$ cat src/rtl/wb_pkg.sv
// Shared types and constants for the two-controller Wishbone-style interconnect.
package wb_pkg;

  localparam int SlotW = 4;

  typedef enum logic [1:0] {
    ST_IDLE = 2'd0,
    ST_BUSY = 2'd1,
    ST_ACK  = 2'd2
  } state_t;

endpackage

$ cat src/rtl/wb_rr_arbiter.sv
// Two-request round-robin arbiter: a lone requester wins, a tie goes to the
// controller that was not granted last.
module wb_rr_arbiter
  import wb_pkg::*;
(
  input  logic [1:0] req,
  input  logic       last_grant,
  output logic [1:0] gnt
);

  always_comb begin
    gnt = 2'b00;
    case (req)
      2'b01:   gnt = 2'b01;
      2'b10:   gnt = 2'b10;
      2'b11:   gnt = last_grant ? 2'b01 : 2'b10;
      default: gnt = 2'b00;
    endcase
  end

endmodule

$ cat src/rtl/wb_interconnect.sv
// Routes one of two controllers to one of NPeri peripheral slots at a time,
// with round-robin arbitration, unmapped-slot completion and an ack timeout.
module wb_interconnect
  import wb_pkg::*;
#(
  parameter int AddrW   = 8,
  parameter int DataW   = 8,
  parameter int NPeri   = 4,
  parameter int Timeout = 255
) (
  input  logic                   clk_i,
  input  logic                   rst_ni,
  input  logic [1:0]             m_stb_i,
  input  logic [1:0]             m_we_i,
  input  logic [2*AddrW-1:0]     m_adr_i,
  input  logic [2*DataW-1:0]     m_dat_i,
  output logic [DataW-1:0]       m_dat_o,
  output logic [1:0]             m_ack_o,
  output logic [NPeri-1:0]       p_stb_o,
  output logic                   p_we_o,
  output logic [AddrW-SlotW-1:0] p_adr_o,
  output logic [DataW-1:0]       p_dat_o,
  input  logic [NPeri*DataW-1:0] p_dat_i,
  input  logic [NPeri-1:0]       p_ack_i,
  output logic                   err_o,
  output logic                   busy_o
);

  state_t           state;
  logic [SlotW-1:0] slot;
  logic [7:0]       cnt;
  logic             gnt_idx;
  logic             last_grant;
  logic [1:0]       gnt;

  logic             sel_idx;
  logic             sel_we;
  logic [AddrW-1:0] sel_adr;
  logic [DataW-1:0] sel_dat;
  logic [SlotW-1:0] sel_slot;
  logic             sel_mapped;
  logic [15:0]      ack_pad;
  logic             ack_sel;
  logic [DataW-1:0] dat_sel;

  wb_rr_arbiter u_arb (
    .req        (m_stb_i),
    .last_grant (last_grant),
    .gnt        (gnt)
  );

  assign sel_idx    = gnt[1];
  assign sel_we     = sel_idx ? m_we_i[1] : m_we_i[0];
  assign sel_adr    = sel_idx ? m_adr_i[2*AddrW-1:AddrW] : m_adr_i[AddrW-1:0];
  assign sel_dat    = sel_idx ? m_dat_i[2*DataW-1:DataW] : m_dat_i[DataW-1:0];
  assign sel_slot   = sel_adr[AddrW-1 -: SlotW];
  assign sel_mapped = int'(sel_slot) < NPeri;

  // Padding to 16 lets the 4-bit slot index the ack vector for any NPeri.
  assign ack_pad = 16'(p_ack_i);
  assign ack_sel = ack_pad[slot];

  always_comb begin
    dat_sel = '0;
    for (int i = 0; i < NPeri; i++) begin
      if (slot == SlotW'(i)) dat_sel = p_dat_i[i*DataW +: DataW];
    end
  end

  always_ff @(posedge clk_i or negedge rst_ni) begin
    if (!rst_ni) begin
      state      <= ST_IDLE;
      slot       <= '0;
      cnt        <= '0;
      gnt_idx    <= 1'b0;
      last_grant <= 1'b1;
      m_dat_o    <= '0;
      m_ack_o    <= 2'b00;
      p_stb_o    <= '0;
      p_we_o     <= 1'b0;
      p_adr_o    <= '0;
      p_dat_o    <= '0;
      err_o      <= 1'b0;
      busy_o     <= 1'b0;
    end else begin
      m_ack_o <= 2'b00;
      err_o   <= 1'b0;
      case (state)
        ST_IDLE: begin
          if (|m_stb_i) begin
            gnt_idx    <= sel_idx;
            last_grant <= sel_idx;
            p_we_o     <= sel_we;
            p_adr_o    <= sel_adr[AddrW-SlotW-1:0];
            p_dat_o    <= sel_dat;
            slot       <= sel_slot;
            cnt        <= '0;
            busy_o     <= 1'b1;
            if (sel_mapped) begin
              state   <= ST_BUSY;
              p_stb_o <= NPeri'(1) << sel_slot;
            end else begin
              state   <= ST_ACK;
              m_dat_o <= '0;
              m_ack_o <= gnt;
            end
          end
        end
        ST_BUSY: begin
          // Ack is tested first so a same-cycle ack beats the timeout.
          if (ack_sel) begin
            m_dat_o <= dat_sel;
            p_stb_o <= '0;
            m_ack_o <= gnt_idx ? 2'b10 : 2'b01;
            state   <= ST_ACK;
          end else if (cnt == 8'(Timeout - 1)) begin
            m_dat_o <= '1;
            p_stb_o <= '0;
            m_ack_o <= gnt_idx ? 2'b10 : 2'b01;
            err_o   <= 1'b1;
            state   <= ST_ACK;
          end else begin
            cnt <= cnt + 8'd1;
          end
        end
        ST_ACK: begin
          state  <= ST_IDLE;
          cnt    <= '0;
          busy_o <= 1'b0;
        end
        default: begin
          state   <= ST_IDLE;
          p_stb_o <= '0;
          busy_o  <= 1'b0;
        end
      endcase
    end
  end

endmodule

$ cat config.mk
export PLATFORM = sky130hd
export DESIGN_NAME = wb_interconnect
export DESIGN_NICKNAME = d
export VERILOG_FILES = /design/src/rtl/wb_pkg.sv /design/src/rtl/wb_rr_arbiter.sv /design/src/rtl/wb_interconnect.sv
export SDC_FILE = /design/constraint.sdc
export NUM_CORES = 1
export LEC_CHECK = 0
export BUFFER_PORTS_ARGS = -buffer_cell sky130_fd_sc_hd__buf_2
export CAP_MARGIN = 20
export CORE_MARGIN = 5
export CORE_UTILIZATION = 27
export DETAILED_ROUTE_END_ITERATION = 6
export HOLD_SLACK_MARGIN = 0.08
export PLACE_DENSITY = 0.56
export SLEW_MARGIN = 30
export SYNTH_ARGS = -nofsm -noshare
export SYNTH_HDL_FRONTEND = slang
export SYNTH_SLANG_ARGS = --single-unit
$ cat constraint.sdc
create_clock -name clk_i -period 1.87 [get_ports clk_i]
set_input_delay 0.2805 -clock clk_i [delete_from_list [all_inputs] [get_ports clk_i]]
set_output_delay 0.2805 -clock clk_i [all_outputs]
set_load 0.005 [all_outputs]
### Word-level counts from Yosys, hierarchy flattened

Index checks and enable logic that the tools add are counted.
Widths: inputs -> output; s select.

| storage, ports and cells | value |
|---|---|
| input port bits | 74 |
| logic and storage cells | 86 |
| flip-flop bits (word level) | 45 |
| output and inout port bits | 29 |

| cells by class | value |
|---|---|
| $add $sub $neg | 1 |
| multiplexer cells | 41 |
| bitwise logic cells | 2 |
| shift-type cells | 1 |
| equal/unequal tests | 15 |
| magnitude comparators | 2 |
| reductions and logical operators | 11 |

Operators by type and width:

| kind | number |
|---|---|
| $mux 8 | 13 |
| $pmux 8 s3 | 1 |
| $mux 2 | 10 |
| $mux 4 | 4 |
| $pmux 8 s2 | 1 |
| $pmux 4 s3 | 1 |
| $reduce_and 4->1 | 3 |
| $ne 2x2->1 const B | 5 |
| $add 8x1->8 const B | 1 |
| $eq 4x2->1 const B | 2 |
| $eq 8x8->1 const B | 1 |
| $pmux 2 s2 | 2 |
| $eq 2x2->1 const B | 3 |
| $mux 1 | 6 |
| $pmux 2 s3 | 1 |
| $reduce_and 2->1 | 3 |
| $lt 4x5->1 const B | 1 |
| $bmux 1 s4 | 1 |
| $eq 2x1->1 const B | 2 |
| $eq 4x1->1 const B | 1 |
| $logic_not 4->1 | 1 |
| $lt 4x3->1 const B | 1 |
| $shl 1x4->4 const A | 1 |
| $ne 3x3->1 const B | 1 |
| other kinds (6) | 7 |

### Logic depth before layout (Yosys ltp)

| depth | value |
|---|---|
| word-level depth | 7 |
| mapped depth | 6 |
| mapped depth without buffers | 6 |

### Cells and area by module

Synthesis repeated with hierarchy kept, for this count alone.

| second synthesis, totals | value |
|---|---|
| cell total of the unflattened synthesis | 240 |
| area, all modules | 2441.1 µm² |

Modules (own cells, without submodules):

| module | seq. area each (µm²) | cells each | area an instance (µm²) | instances |
|---|---|---|---|---|
| wb_interconnect | 1127.3 | 237 | 2422.3 | 1 |
| wb_rr_arbiter | 0.0 | 3 | 18.8 | 1 |

### Least setup slack after synthesis

OpenSTA, ideal clock, no wires.

| path | value |
|---|---|
| path type | flip-flop to flip-flop |
| start | reg slot[0] |
| end | reg cnt[6] |
| arrival | 1.878 ns |
| path slack | -0.086 ns |
| cell stages (with the launch flop) | 7 |
| data required time | 1.792 ns |
| clock period less this slack | 1.956 ns |
| library setup time | 0.078 ns |
| path buffers | 2 |
| cells stage by stage | dfrtp_1 -> buf_6 -> mux4_2 -> and2_4 -> buf_6 -> or4_1 -> a21oi_1 |

| on the way | value |
|---|---|
| cells in the longest elaborated chain, start to end | 4 |

RTL lines:

| item | RTL line | text |
|---|---|---|
| from (decl) | wb_interconnect.sv:30 | `logic [SlotW-1:0] slot;` |
| from (signal assigned) | wb_interconnect.sv:96 | `slot <= sel_slot;` |
| $bmux 1 s4 | wb_interconnect.sv:61 | `assign ack_sel = ack_pad[slot];` |
| $mux 1 (not written as such) | wb_interconnect.sv:61 |  |
| $ne 2x2->1 (no line) | - |  |
| $reduce_and 4->1 (no line) | - |  |
| to (signal assigned) | wb_interconnect.sv:123 | `cnt <= cnt + 8'd1;` |
| to (decl) | wb_interconnect.sv:31 | `logic [7:0] cnt;` |

No other way between the ends. The select of a mux whose other input is x is not followed.
A chain may end at the register's enable or synchronous reset.

### Final worst setup path

| path | value |
|---|---|
| start | reg slot[0] |
| end | reg cnt[3] |

The elaborated chain is that of the path after synthesis.

==> metrics.txt <==
hpwl dp 5300 um; reg2reg path depth 4; CP max stage delay 0.55 ns; leakage power 0.00162 uW; synth unique cells 38; sequential fraction of the synthesis area 46.7%; diode count 0; Reg2Reg Setup Slack 0.08 ns; Netlist Area Pre-Place about 0.0024 mm2; RR Startpoint slot[0]$_DFFE_PN0P_; clk_skew 0.00603 ns; pin count of the biggest net entering global routing 22; Initial DRT Pass Iterations 4; num ports around 100; Layout area overhead 35.7%; vias in the first global route 2257; Cell Chain, Critical Path mux4_2 -> and2_4 -> or4_1 -> a21oi_2; first-pass GRT wire length approximately 11000 um; Simple-Gate Fraction of Synth Area 19.2%; fmax approximately 0.56 GHz; hold endpoint p_we_o$_DFFE_PN0P_; largest family of logic cells by synthesized area simple AND/OR/NAND/NOR gates; CTS clk-pin slew, worst paths 0.09 ns; CP max FO 5; pwr dens around 1200 mW/mm2; FP Rows 34; DIE HEIGHT 105 um; Nets 436; mux cell area share after synthesis 11.8%; Clock Path Buffers 2; Max-Cap Viols 0; Root Buffer clkbuf_8; crit share post-route approximately 96%; VDD IR max about 0.54 mV; min Tclk post-route 1.79 ns; critical path endpoint category flip-flop; synthesized area per cell 10.1 um2; grt total ovfl 0; CP required 2.11 ns; Finish-stage setup viols 0; Crit path max-delay family simple AND/OR/NAND/NOR gates; Synth Instances 240; register bit total from synthesis 45; post-layout util 37.6%; status completed; GR Util All Layers between 10% and 20%; measured slew at the worst slew-check pin 0.548 ns; final wirelength between 6000 and 7000 um; drt via density between 4 and 5; PortBufs 102; XOR/XNOR Fraction of Synth Area 0%; clk_lat worst skew 0.30 ns; critical path arrival ~2 ns; die area 0.0109 mm2; Final Hold Violating Endpoints 0; Final Power 3970 uW; CTS tree yes; H-tree lvl count 2; post-synth net total 316; placed cells 457; starting DRC count in detailed routing roughly 100; kind of critical path reg2reg; core box area 0.00872 mm2; total CTS buffers 5; slowest CP cell mux4_2; Crit Reg-Reg Endpoint cnt[3]$_DFFE_PN0P_; max-slew violation count 0; Synth Warn # 0; Post-Synth Adder-Cell Area 1.04%; non-filler cells, final 469; Hold Path Origin m_we_i[0]; crit path buf inv count 0; vias about 2300; CTS Sinks 45; initial core utilization 27.7%; WHS Path Cells 3; initial antenna violation count 0; WHS 0.197 ns; post-synthesis compound-gate area fraction about 18%; Slew headroom 63.1%; share of layout cells above drive strength 1 39.1%; Post-DRT Antenna Nets 0; Die Wd about 100 um; gpl congestion 0.772; hold crit path type in2reg; CP Launch Type flip-flop; DRC Markers 0; Avg WL per Cell 14.4 um
-- power by group --
part	total [uW]	leakage (uW)	switching, uW	internal [uW]
registers	1500	0.000580	189	1310
clock network	653	0.0000512	353	300
logic	1810	0.000993	969	841
total	3970	0.00162	1510	2460
-- cells in the final DEF, fill, tap and decap left out, types with 4 or more instances in the layout --
cell type	count
buf_2	102
a21oi_1	12
a31oi_1	4
nand4b_1	4
mux4_1	8
nand2_1	43
o21ai_0	14
mux2i_1	4
a22oi_1	13
dfrtp_1	44
o31ai_1	4
o211ai_1	6
nor3_1	9
clkbuf_8	6
nand3_1	12
inv_1	5
nor2_1	11
buf_4	20
or4_1	4
-- state kept, by name, indices dropped and copies added, names as in the netlist, 2 cells and up --
signal	cells
slot	4
p_dat_o	8
m_ack_o	2
cnt	8
m_dat_o	8
p_stb_o	4
state	2
p_adr_o	4
-- worst max path at each step --
stage | slack (ns) | endpoint | depth (start not counted) | from
final | 0.08 | cnt[3]$_DFFE_PN0P_ | 4 | slot[0]$_DFFE_PN0P_
after global routing | -0.003 | cnt[3]$_DFFE_PN0P_ | 4 | slot[0]$_DFFE_PN0P_
after CTS | 0.02 | cnt[4]$_DFFE_PN0P_ | 4 | slot[0]$_DFFE_PN0P_
after floorplan | -0.02 | cnt[3]$_DFFE_PN0P_ | 6 | slot[0]$_DFFE_PN0P_
after detailed placement | 0.02 | cnt[4]$_DFFE_PN0P_ | 4 | slot[0]$_DFFE_PN0P_
after global placement | 0.10 | cnt[4]$_DFFE_PN0P_ | 4 | slot[0]$_DFFE_PN0P_
-- kinds of logic after synthesis --
family	count (synthesis)
AND/OR/NAND/NOR	96
adder cells (fa/ha/maj)	2
buffers and inverters	16
multiplexers	14
flip-flops	45
AO/OA/AOI/OAI	67
-- metal layers --
layer  vias to the layer above  global-route usage (%)  share of wire, %
li1                       1144                       -                 -
met1                      1079                    16.7                46
met4                         0                    2.96              0.87
met5                         -                       0                 0
met2                        81                    18.8                46
met3                         8                    3.82               7.0
-- cells in the mapped netlist (all sizes together) --
| library cell | instances | area (um2) |
|---|---|---|
| dfrtp | 44 | 1100 |
| dfstp | 1 | 26.3 |
| and2 | 1 | 8.76 |
| nand3 | 12 | 60.1 |
| or2 | 2 | 12.5 |
| o22ai | 1 | 6.26 |
| o31ai | 4 | 30.0 |
| mux4 | 9 | 233 |
| nand4b | 4 | 35.0 |
| o211ai | 6 | 45.0 |
| nor2 | 11 | 41.3 |
| o2111ai | 1 | 8.76 |
| and3 | 2 | 12.5 |
| a31oi | 4 | 25.0 |
| and4 | 1 | 8.76 |
| o21a | 1 | 7.51 |
| mux2 | 1 | 11.3 |
| a22oi | 13 | 97.6 |
| o32ai | 1 | 8.76 |
| o21ai | 15 | 78.8 |
| a21oi | 13 | 65.1 |
| clkbuf | 9 | 33.8 |
| inv | 5 | 18.8 |
| a211o | 3 | 26.3 |
| nor3 | 10 | 50.1 |
| buf | 2 | 22.5 |
| mux2i | 4 | 40.0 |
| a21boi | 1 | 7.51 |
| nor2b | 1 | 6.26 |
| or4 | 4 | 30.0 |
| nand4 | 3 | 18.8 |
| nor4b | 2 | 17.5 |
| ha | 2 | 25.0 |
| a21bo | 1 | 10.0 |
| a21o | 3 | 22.5 |
| nand2 | 43 | 161 |
-- layout make-up --
cell class              count  area (um2)
clock buffers               6        82.6
well taps                 108         135
multi-input cells         180        1230
repair buffers            123         671
fillers                   891        5450
flip-flops and latches     45        1130
clock inverters             2        13.8
inverters                   5        18.8
-- tightest hold or removal path: stages --
cell,delay (ns)
buf_2,0.07
a22oi_1,0.05
nand2_1,0.06
-- per-stage QoR --
step	instance area (um2)	TNS (ns)	setup slack, ns
finish	3280	0	0.0768
CTS	3250	0	0.0198
global route	3280	-0.00319	-0.00319
detailed placement	3140	0	0.0223
floorplan	2410	-0.0151	-0.0151
global placement	3140	0	0.102
-- what timing repair did --
action / in CTS / in global routing
endpoints found under the hold margin: 18 / 0
setup buffers: 0 / 2
gates resized for setup: 0 / 1
setup endpoints to repair: 0 / 2
hold buffers: 1 / 0
(Power assumes the default switching activity.)
